==> config.mk <==
export PLATFORM = sky130hd
export DESIGN_NAME = seven_seg_scan_decoder_flat
export DESIGN_NICKNAME = d
export VERILOG_FILES = /design/src/rtl/seven_seg_scan_decoder_pkg.sv /design/src/rtl/seven_seg_scan_decoder_if.sv /design/src/rtl/seven_seg_scan_decoder_glyph_decode.sv /design/src/rtl/seven_seg_scan_decoder.sv /design/src/flat_wrapper.sv
export SDC_FILE = /design/constraint.sdc
export NUM_CORES = 1
export LEC_CHECK = 0
export ABC_AREA = 0
export BUFFER_PORTS_ARGS = -buffer_cell sky130_fd_sc_hd__buf_2
export CORE_UTILIZATION = 60
export CTS_BUF_LIST = sky130_fd_sc_hd__clkbuf_2
export DETAILED_ROUTE_END_ITERATION = 8
export GPL_TIMING_DRIVEN = 0
export PLACE_DENSITY = 0.89
export RECOVER_POWER = 100
export SKIP_CTS_REPAIR_TIMING = 1
export SLEW_MARGIN = 25
export SYNTH_ARGS = -nofsm -noshare
export SYNTH_HDL_FRONTEND = slang
export SYNTH_HIERARCHICAL = 1
export SYNTH_SLANG_ARGS = --single-unit
==> constraint.sdc <==
create_clock -name clock -period 2.82 [get_ports clock]
set_clock_uncertainty 0.05 [all_clocks]
set_input_delay 0.846 -clock clock [delete_from_list [all_inputs] [get_ports clock]]
set_output_delay 0.846 -clock clock [all_outputs]
set_load 0.05 [all_outputs]
==> src/rtl/seven_seg_scan_decoder_pkg.sv <==
// Shared 7-segment constants: glyph patterns (active-high {a..g}), bus widths, scan FSM encoding.
// The display encoder uses the same glyph constants.
package seg7_pkg;
    localparam int SEG_W = 7;
    localparam int DIG_N = 4;

    localparam logic [SEG_W-1:0] GLYPH_0 = 7'h7E;
    localparam logic [SEG_W-1:0] GLYPH_1 = 7'h30;
    localparam logic [SEG_W-1:0] GLYPH_2 = 7'h6D;
    localparam logic [SEG_W-1:0] GLYPH_3 = 7'h79;
    localparam logic [SEG_W-1:0] GLYPH_4 = 7'h33;
    localparam logic [SEG_W-1:0] GLYPH_5 = 7'h5B;
    localparam logic [SEG_W-1:0] GLYPH_6 = 7'h5F;
    localparam logic [SEG_W-1:0] GLYPH_7 = 7'h70;
    localparam logic [SEG_W-1:0] GLYPH_8 = 7'h7F;
    localparam logic [SEG_W-1:0] GLYPH_9 = 7'h7B;
    localparam logic [SEG_W-1:0] GLYPH_A = 7'h77;
    localparam logic [SEG_W-1:0] GLYPH_B = 7'h1F;
    localparam logic [SEG_W-1:0] GLYPH_C = 7'h4E;
    localparam logic [SEG_W-1:0] GLYPH_D = 7'h3D;
    localparam logic [SEG_W-1:0] GLYPH_E = 7'h4F;
    localparam logic [SEG_W-1:0] GLYPH_F = 7'h47;

    typedef enum logic [1:0] {
        ST_IDLE,
        ST_SETTLE,
        ST_CAPTURE,
        ST_HOLD
    } scan_state_t;

    typedef struct packed {
        logic       legal;
        logic [3:0] nib;
    } glyph_dec_t;

    // Position of the (single) set bit of a one-hot digit enable.
    function automatic logic [1:0] dig_index(input logic [DIG_N-1:0] d);
        logic [1:0] idx;
        idx = '0;
        for (int i = 0; i < DIG_N; i++)
            if (d[i]) idx = 2'(i);
        return idx;
    endfunction
endpackage

==> src/rtl/seven_seg_scan_decoder_if.sv <==
// Display pin bundle plus the decoded results seen by a monitor/checker.
interface seven_seg_scan_decoder_if;
    logic [seg7_pkg::SEG_W-1:0] seg;
    logic [seg7_pkg::DIG_N-1:0] dig;
    logic [15:0]                value;
    logic                       frame_valid;
    logic [seg7_pkg::DIG_N-1:0] digit_seen;
    logic                       glyph_err;

    modport master (output seg, dig, input value, frame_valid, digit_seen, glyph_err);
    modport slave  (input seg, dig, output value, frame_valid, digit_seen, glyph_err);
endinterface

==> src/rtl/seven_seg_scan_decoder_glyph_decode.sv <==
// Combinational active-high segment pattern -> {legal, hex nibble}; blank and non-glyphs are illegal.
module seg7_glyph_decode
    import seg7_pkg::*;
(
    input  logic [SEG_W-1:0] pattern,
    output glyph_dec_t       dec
);
    always_comb begin
        dec.legal = 1'b1;
        dec.nib   = 4'h0;
        case (pattern)
            GLYPH_0: dec.nib = 4'h0;
            GLYPH_1: dec.nib = 4'h1;
            GLYPH_2: dec.nib = 4'h2;
            GLYPH_3: dec.nib = 4'h3;
            GLYPH_4: dec.nib = 4'h4;
            GLYPH_5: dec.nib = 4'h5;
            GLYPH_6: dec.nib = 4'h6;
            GLYPH_7: dec.nib = 4'h7;
            GLYPH_8: dec.nib = 4'h8;
            GLYPH_9: dec.nib = 4'h9;
            GLYPH_A: dec.nib = 4'hA;
            GLYPH_B: dec.nib = 4'hB;
            GLYPH_C: dec.nib = 4'hC;
            GLYPH_D: dec.nib = 4'hD;
            GLYPH_E: dec.nib = 4'hE;
            GLYPH_F: dec.nib = 4'hF;
            default: dec.legal = 1'b0;
        endcase
    end
endmodule

==> src/rtl/seven_seg_scan_decoder.sv <==
// Receive side of a 4-digit multiplexed 7-segment display: settles each scanned glyph, decodes it,
// and reassembles the 16-bit value once all four digits have been captured.
module seven_seg_scan_decoder
    import seg7_pkg::*;
#(
    parameter bit SEG_ACTIVE_LOW = 1'b1,
    parameter bit DIG_ACTIVE_LOW = 1'b1,
    parameter int STABLE_CYCLES  = 4
) (
    input  logic                    clock,
    input  logic                    reset,
    seven_seg_scan_decoder_if.slave bus
);
    localparam int CNT_W = $clog2(STABLE_CYCLES + 1);
    localparam logic [CNT_W-1:0] STAB_MAX = CNT_W'(STABLE_CYCLES);
    localparam logic [CNT_W-1:0] STAB_THR = CNT_W'(STABLE_CYCLES - 1);
    localparam logic [CNT_W-1:0] STAB_ONE = CNT_W'(1);

    scan_state_t                state;
    logic [CNT_W-1:0]           stab_cnt;
    logic [SEG_W-1:0]           seg_r, lat_seg;
    logic [DIG_N-1:0]           dig_r, lat_dig;
    logic [DIG_N-1:0][3:0]      shadow, shadow_nx;
    logic [15:0]                value_q;
    logic                       frame_valid_q;
    logic [DIG_N-1:0]           digit_seen_q, seen_nx;
    logic                       glyph_err_q;
    glyph_dec_t                 dec;

    seg7_glyph_decode u_dec (.pattern(lat_seg), .dec(dec));

    // Shadow/seen as they would look after writing the digit being captured; the frame
    // completes on these so the final nibble lands in value in the same cycle.
    always_comb begin
        shadow_nx                     = shadow;
        shadow_nx[dig_index(lat_dig)] = dec.nib;
        seen_nx                       = digit_seen_q | lat_dig;
    end

    always_ff @(posedge clock) begin
        if (reset) begin
            seg_r         <= '0;
            dig_r         <= '0;
            lat_seg       <= '0;
            lat_dig       <= '0;
            state         <= ST_IDLE;
            stab_cnt      <= '0;
            shadow        <= '0;
            value_q       <= '0;
            frame_valid_q <= 1'b0;
            digit_seen_q  <= '0;
            glyph_err_q   <= 1'b0;
        end else begin
            seg_r         <= SEG_ACTIVE_LOW ? ~bus.seg : bus.seg;
            dig_r         <= DIG_ACTIVE_LOW ? ~bus.dig : bus.dig;
            frame_valid_q <= 1'b0;
            case (state)
                ST_IDLE: begin
                    if ($onehot(dig_r)) begin
                        state    <= ST_SETTLE;
                        stab_cnt <= STAB_ONE;
                        lat_seg  <= seg_r;
                        lat_dig  <= dig_r;
                    end
                end
                ST_SETTLE: begin
                    if (seg_r == lat_seg && dig_r == lat_dig) begin
                        if (stab_cnt >= STAB_THR) begin
                            stab_cnt <= STAB_MAX;
                            state    <= ST_CAPTURE;
                        end else begin
                            stab_cnt <= stab_cnt + STAB_ONE;
                        end
                    end else if ($onehot(dig_r)) begin
                        stab_cnt <= STAB_ONE;
                        lat_seg  <= seg_r;
                        lat_dig  <= dig_r;
                    end else begin
                        stab_cnt <= '0;
                        state    <= ST_IDLE;
                    end
                end
                ST_CAPTURE: begin
                    if (dec.legal) begin
                        shadow <= shadow_nx;
                        if (&seen_nx) begin
                            value_q       <= shadow_nx;
                            frame_valid_q <= 1'b1;
                            digit_seen_q  <= '0;
                        end else begin
                            digit_seen_q  <= seen_nx;
                        end
                    end else begin
                        glyph_err_q <= 1'b1;
                    end
                    state <= ST_HOLD;
                end
                ST_HOLD: begin
                    // Only a change of enable re-arms; segment changes while held are ignored.
                    if (dig_r != lat_dig) state <= ST_IDLE;
                end
                default: state <= ST_IDLE;
            endcase
        end
    end

    assign bus.value       = value_q;
    assign bus.frame_valid = frame_valid_q;
    assign bus.digit_seen  = digit_seen_q;
    assign bus.glyph_err   = glyph_err_q;
endmodule

==> src/flat_wrapper.sv <==
// flat-port wrapper written by rule: the top's interface ports become plain ports
module seven_seg_scan_decoder_flat import seg7_pkg::*;
#(
    parameter bit SEG_ACTIVE_LOW = 1'b1,
    parameter bit DIG_ACTIVE_LOW = 1'b1,
    parameter int STABLE_CYCLES  = 4
)
  (clock, reset, bus_seg, bus_dig, bus_value, bus_frame_valid, bus_digit_seen, bus_glyph_err);
  seven_seg_scan_decoder_if bus_i ();
  input  logic clock;
  input  logic reset;
  input wire logic [$bits(bus_i.seg)-1:0] bus_seg;
  input wire logic [$bits(bus_i.dig)-1:0] bus_dig;
  output wire logic [$bits(bus_i.value)-1:0] bus_value;
  output wire logic [$bits(bus_i.frame_valid)-1:0] bus_frame_valid;
  output wire logic [$bits(bus_i.digit_seen)-1:0] bus_digit_seen;
  output wire logic [$bits(bus_i.glyph_err)-1:0] bus_glyph_err;
  assign bus_i.seg = bus_seg;
  assign bus_i.dig = bus_dig;
  assign bus_value = bus_i.value;
  assign bus_frame_valid = bus_i.frame_valid;
  assign bus_digit_seen = bus_i.digit_seen;
  assign bus_glyph_err = bus_i.glyph_err;
  seven_seg_scan_decoder #(.SEG_ACTIVE_LOW(SEG_ACTIVE_LOW), .DIG_ACTIVE_LOW(DIG_ACTIVE_LOW), .STABLE_CYCLES(STABLE_CYCLES)) u_core (.clock(clock), .reset(reset), .bus(bus_i));
endmodule
**Word-level counts from Yosys, hierarchy flattened**

Cells that the tools add are included.
W data, S select, Z words.

- Register bits: 65
- Latch bits: 0
- RAM bits: 0
- ROM bits: 0
- Input bits: 13
- Output and inout port bits: 22
- Word-level logic and storage cells: 94
- Memories kept: 0

- Add/subtract/negate cells: 4
- $mul: 0
- Div/mod/pow operators: 0
- Magnitude comparators: 3
- Eq/ne operators: 28
- Shift operators: 0
- Mux-type cells: 27
- Bitwise logic cells: 5
- Reductions and logical operators: 13

Operators with widths:

| cell | number |
|---|---|
| $eq A7 B7 Y1 const B | 12 |
| $pmux W4 S15 | 1 |
| $eq A7 B6 Y1 const B | 3 |
| $bwmux W16 | 1 |
| $mux W4 | 4 |
| $reduce_or A16 Y1 | 1 |
| $mux W2 | 7 |
| $mux W7 | 2 |
| $pmux W7 S2 | 1 |
| $mux W3 | 3 |
| $demux W4 S2 | 1 |
| $pmux W2 S4 | 1 |
| $pmux W4 S2 | 1 |
| $reduce_and A2 Y1 | 4 |
| $reduce_and A4 Y1 | 2 |
| $eq A7 B5 Y1 const B | 1 |
| $eq A7 B7 Y1 | 1 |
| $not A7 Y7 | 1 |
| $ne A3 B3 Y1 const B | 2 |
| $pmux W3 S2 | 1 |
| $reduce_and A6 Y1 | 1 |
| $add A1 B1 Y2 | 2 |
| $eq A2 B2 Y1 const B | 2 |
| $eq A4 B4 Y1 | 1 |
| other kinds (18) | 24 |

**Longest topological paths before layout**

- Word-level depth: 8
- Depth in mapped cells: 11

**Cells and area by module**

Netlist, hierarchy kept.

By module, submodules not included:

| module | times used | cells each | area each (sq um) |
|---|---|---|---|
| seven_seg_scan_decoder | 1 | 300 | 2778.9 |
| seg7_glyph_decode | 1 | 58 | 374.1 |

**Worst setup path after synthesis**

Ideal clock, no wire load.

- Path type: flip-flop to flip-flop
- Start: reg u_core.dig_r[0]
- End: reg u_core.lat_dig[0]
- Setup time: 0.072 ns
- Data arrival time: 2.368 ns
- Slack: 0.330 ns
- Stages on the path, launching flop included: 11
- Buffers on the path: 1
- Period minus slack after synthesis: 2.490 ns
- Cells stage by stage: dfxtp_1 inv_1 fa_1 inv_1 ha_1 ha_1 nor3b_1 nand2b_1 a21oi_4 buf_6 mux2i_1

- Cells in the longest elaborated chain, start to end: 6

Ends and longest elaborated chain:

| what | RTL line | source |
|---|---|---|
| start: declaration | seven_seg_scan_decoder.sv:22 | `logic [DIG_N-1:0] dig_r, lat_dig;` |
| start signal: assignment | seven_seg_scan_decoder.sv:55 | `dig_r <= DIG_ACTIVE_LOW ? ~bus.dig : bus.dig;` |
| $add A1 B1 Y2 (not written as such) | seven_seg_scan_decoder.sv:59, seven_seg_scan_decoder.sv:74 |  |
| $add A3 B3 Y3 (not written as such) | seven_seg_scan_decoder.sv:59, seven_seg_scan_decoder.sv:74 |  |
| $eq A3 B1 Y1 | seven_seg_scan_decoder.sv:59, seven_seg_scan_decoder.sv:74 |  |
| $mux W4 | seven_seg_scan_decoder.sv:59, seven_seg_scan_decoder.sv:74 |  |
| $mux W4 | seven_seg_scan_decoder.sv:67 | `if (seg_r == lat_seg && dig_r == lat_dig) begin` |
| $pmux W4 S2 | seven_seg_scan_decoder.sv:57 | `case (state)` |
| end signal: assignment | seven_seg_scan_decoder.sv:63 | `lat_dig <= dig_r;` |
| end signal: assignment | seven_seg_scan_decoder.sv:77 | `lat_dig <= dig_r;` |
| end: declaration | seven_seg_scan_decoder.sv:22 |  |

Several ways; a longest one is shown, not always the timed one. The select of a mux whose other input is x is not followed.
A chain may end at the register's enable or synchronous reset.

**Worst setup path in the final report**

- Start: reg u_core.dig_r[0]
- End: reg u_core.lat_seg[1]

- Cells in the longest elaborated chain, start to end: 6

Ends and longest elaborated chain:

| what | RTL line | source |
|---|---|---|
| $add A1 B1 Y2 (not written as such) | seven_seg_scan_decoder.sv:59, seven_seg_scan_decoder.sv:74 |  |
| $add A3 B3 Y3 (not written as such) | seven_seg_scan_decoder.sv:59, seven_seg_scan_decoder.sv:74 |  |
| $eq A3 B1 Y1 | seven_seg_scan_decoder.sv:59, seven_seg_scan_decoder.sv:74 |  |
| $mux W7 (2 in a row) | n/a |  |
| $pmux W7 S2 | n/a |  |
| end signal: assignment | seven_seg_scan_decoder.sv:62 | `lat_seg <= seg_r;` |
| end signal: assignment | seven_seg_scan_decoder.sv:76 | `lat_seg <= seg_r;` |
| end: declaration | seven_seg_scan_decoder.sv:21 | `logic [SEG_W-1:0] seg_r, lat_seg;` |

Several ways; a longest one is shown, not always the timed one. The select of a mux whose other input is x is not followed.

==> impl_metrics.py <==
metrics = {
    "critical_path": {
        "crit_chain": "inv_1 > fa_1 > inv_1 > ha_1 > ha_1 > nor3b_4 > nand2b_1 > a21oi_4 > buf_6 > mux2i_1",
        "crit_fanout": 10,
        "rr_worst_depth": 10,
        "worstSetupStartpointType": "flip-flop",
        "crit_slowest_cell": "fa_1",
        "max_stage_delay_ns": 0.53,
        "r2r-start": "u_core/dig_r[0]",
        "arrival_ns": 3.06,
        "end_kind": "flip-flop",
        "reg2reg_to": "u_core/lat_seg[1]",
        "criticalPathCategory": "reg -> reg",
        "worst-path-buf-inv": 3,
        "crit_family": "adder cells",
        "crit_start": "u_core/dig_r[0]",
        "required_ns": 3.20,
        "rrSetupSlack_ns": 0.14,
    },
    "route": {
        "routed_via_density": 5.600,
        "antenna_left": 0,
        "postRouteWirelength_mm": 6.988,
        "drt-initial-drc-count": 221,
        "vias": 2705,
        "drc": 0,
        "wl_per_cell_um": 14.47,
        "drt-pass1-iter-count": 5,
    },
    "logic_synthesis": {
        "synth_top_area_frac": 0.4127,
        "synth_xor_area_frac": 0.03333,
        "ys_warn_count": 6,
        "synth_ff_type": "dfxtp_1",
        "synth.avg_cell_area_um2": 8.807,
        "synth_fa_ha_area_frac": 0.02222,
        "synth_cell_type_count": 52,
        "syn_inst": 358,
        "ys_seq_area_frac": 0.4127,
        "synth_seq_cells": 65,
        "synthTopCellsByArea": "dfxtp_1 (41%), mux2i_1 (10%), nand2b_1 (4.6%), a211oi_1 (4.3%), nor2_1 (4.3%)",
        "yosysTopAreaCell": "dfxtp_1",
        "netlist_area_um2": 3153,
        "synthSimpleGateAreaFrac": 0.2333,
        "synth-edff-count": 0,
        "synth.area.mux_share": 0.1016,
        "synth_nets": 376,
        "synth_most_common_cell": "dfxtp_1",
        "async_reset_ff_frac": 0,
        "synth_common_cells": "dfxtp_1 (65), nor2_1 (36), mux2i_1 (32)",
        "synth_top_family_by_area": "simple AND/OR/NAND/NOR gates",
        "synth_compound_area_frac": 0.1333,
    },
    "global_routing": {
        "overflow": 0,
        "grt_pass1_wl_mm": 11.01,
        "antenna_found_initial": 0,
        "use_met2": 0.4484,
        "busiest_layer": "met2",
        "grt_use_met1": 0.3215,
        "grt_usage": 0.2664,
        "grt_max_degree": 13,
        "grt_util_met3": 0.05827,
        "grt_pass1_vias": 2448,
    },
    "timing": {
        "drv_slew": 0,
        "worst_pin_slew_ns": 0.6807,
        "tns_ns": 0,
        "final.period_utilization": 0.9512,
        "rsz0062_at_grt": "false",
        "maxSlewHeadroom": 0.5437,
        "setup_violations": 0,
        "hold_violations": 0,
        "fmax_ghz": 0.3728,
        "period_needed_ns": 2.682,
    },
    "clock_tree": {
        "cts_tree": "yes",
        "cts_buffer_depth": 2,
        "path_clk_slew_ns": 0.19,
        "cts_root_buf": "clkbuf_2",
        "numCtsBuffers": 9,
        "ctsHtreeMaxLevel": 3,
        "insertion_delay_ns": 0.50,
        "clock_sinks": 65,
    },
    "power_and_ir_drop": {
        "irDropWorstVdd_mv": 0.5475,
        "cellLeakagePower_nw": 1.308,
        "p_per_area_nw_per_um2": 504.1,
        "power_mw": 1.794,
    },
    "die": {
        "ios": 35,
        "initial_core_util": 0.6213,
        "die-area_um2": 5549,
        "rows": 26,
        "die_w_um": 74.49,
        "die_y_um": 74.49,
        "core_um2": 5075,
    },
    "layout": {
        "fill_cells": 421,
        "nets": 426,
        "drive_above_1_share": 0.1356,
        "num_antenna_cells": 0,
        "area_growth_syn_to_layout_pct": 12.90,
        "fin_util": 0.7014,
        "layout.cells.non_filler": 483,
    },
    "placement": {
        "gp_congestion": 0.8906,
        "dp_hpwl_mm": 4.834,
        "dp_cells": 462,
        "numPortBuffers": 34,
    },
    "min_path": {
        "holdPathEnd": "u_core/seg_r[3]",
        "worstHoldPathType": "in -> reg",
        "min_path_cells": 2,
        "worstHoldStart": "bus_seg[3]",
    },
    "flow_run": {
        "maxCapViolCount": 0,
    },
    "status": {
        "outcome": "completed",
    },
}
## logic make-up after synthesis
group,after synthesis
xor gates and xnor gates,12
adders and majority gates,5
muxes,32
DFF,65
buffers and inverters,43
and+or+nand+nor,139
AOI/OAI and AO/OA,62
## state kept, by name, indices dropped and copies added (netlist names), named ones only
register,flops
u_core/shadow,16
u_core/bus.digit_seen,4
u_core/state,1
u_core/bus.glyph_err,1
u_core/bus.value,16
u_core/stab_cnt,3
u_core/bus.frame_valid,1
u_core/dig_r,4
u_core/seg_r,7
u_core/lat_seg,7
u_core/lat_dig,4
## layout make-up
cell class / count / area (um2) / area share
clock inverter: 7 / 68.82 / 0.01933
multi-input combinational: 250 / 1674 / 0.4703
buffer: 32 / 158.9 / 0.04464
tap: 70 / 87.58 / 0.02460
clock buffer: 9 / 45.04 / 0.01265
timing repair buffer: 39 / 178.9 / 0.05026
inverter: 11 / 41.29 / 0.01160
sequential: 65 / 1305 / 0.3666
## stage by stage
stage	hold slack [ns]	cell area (um2)	setup WS, ns
5_1_grt	0.3796	3560	0.02756
3_3_place_gp	0.3915	3411	-0.01696
4_1_cts	0.3912	3525	-0.1217
3_5_place_dp	0.3979	3411	-0.08174
6_report	0.4157	3560	0.1376
2_1_floorplan	0.3857	3153	0.3304
## power by group
group	switching (mW)	leakage [nW]	internal, mW
clock	0.348	0.0697	0.203
combinational	0.151	0.709	0.116
sequential	0.0297	0.529	0.947
## worst reg2reg max path: cells and delay by family, from the launching register on
family / cells / cell delay (ns)
mux: 1 / 0.20
flops: 1 / 0.42
buf+inv: 3 / 0.34
simple gates: 2 / 0.40
compound gates: 1 / 0.18
fa+ha+maj: 3 / 1.02
## how the worst max path moves through the flow
stage                                 endpoint  slack (ns)  cells past startpoint
final                        u_core/lat_seg[1]        0.14                     10
after global routing       u_core/bus.value[4]        0.03                     11
after CTS                 u_core/bus.value[10]       -0.12                      9
after detailed placement  u_core/bus.value[10]       -0.08                      9
after global placement    u_core/bus.value[13]       -0.02                      9
after floorplan              u_core/lat_dig[0]        0.33                     10
## routing by layer
metal | routed length [um] | share of wire
met5 | 0 | 0
met1 | 3047 | 0.44
met2 | 3446 | 0.49
met4 | 143 | 0.020
met3 | 350 | 0.050
## placed cells by master, fill, tap and decap left out, types with 3 or more instances in the layout
master and instances:
nor3_1 10, a31oi_1 3, mux2i_1 32, nor2_1 36, dfxtp_1 62, clkbuf_1 39, and3_1 3, xor2_1 11
nand4_1 5, buf_2 17, buf_4 5, nand2b_1 23, nand2_1 23, o22ai_1 3, o211ai_1 4, dfxtp_2 3
a21oi_1 22, buf_6 3, ha_1 4, inv_1 11, a211oi_1 18, clkbuf_2 13, nand3_1 17, nand3b_1 3
No activity file was read; power rests on OpenSTA's default activity.
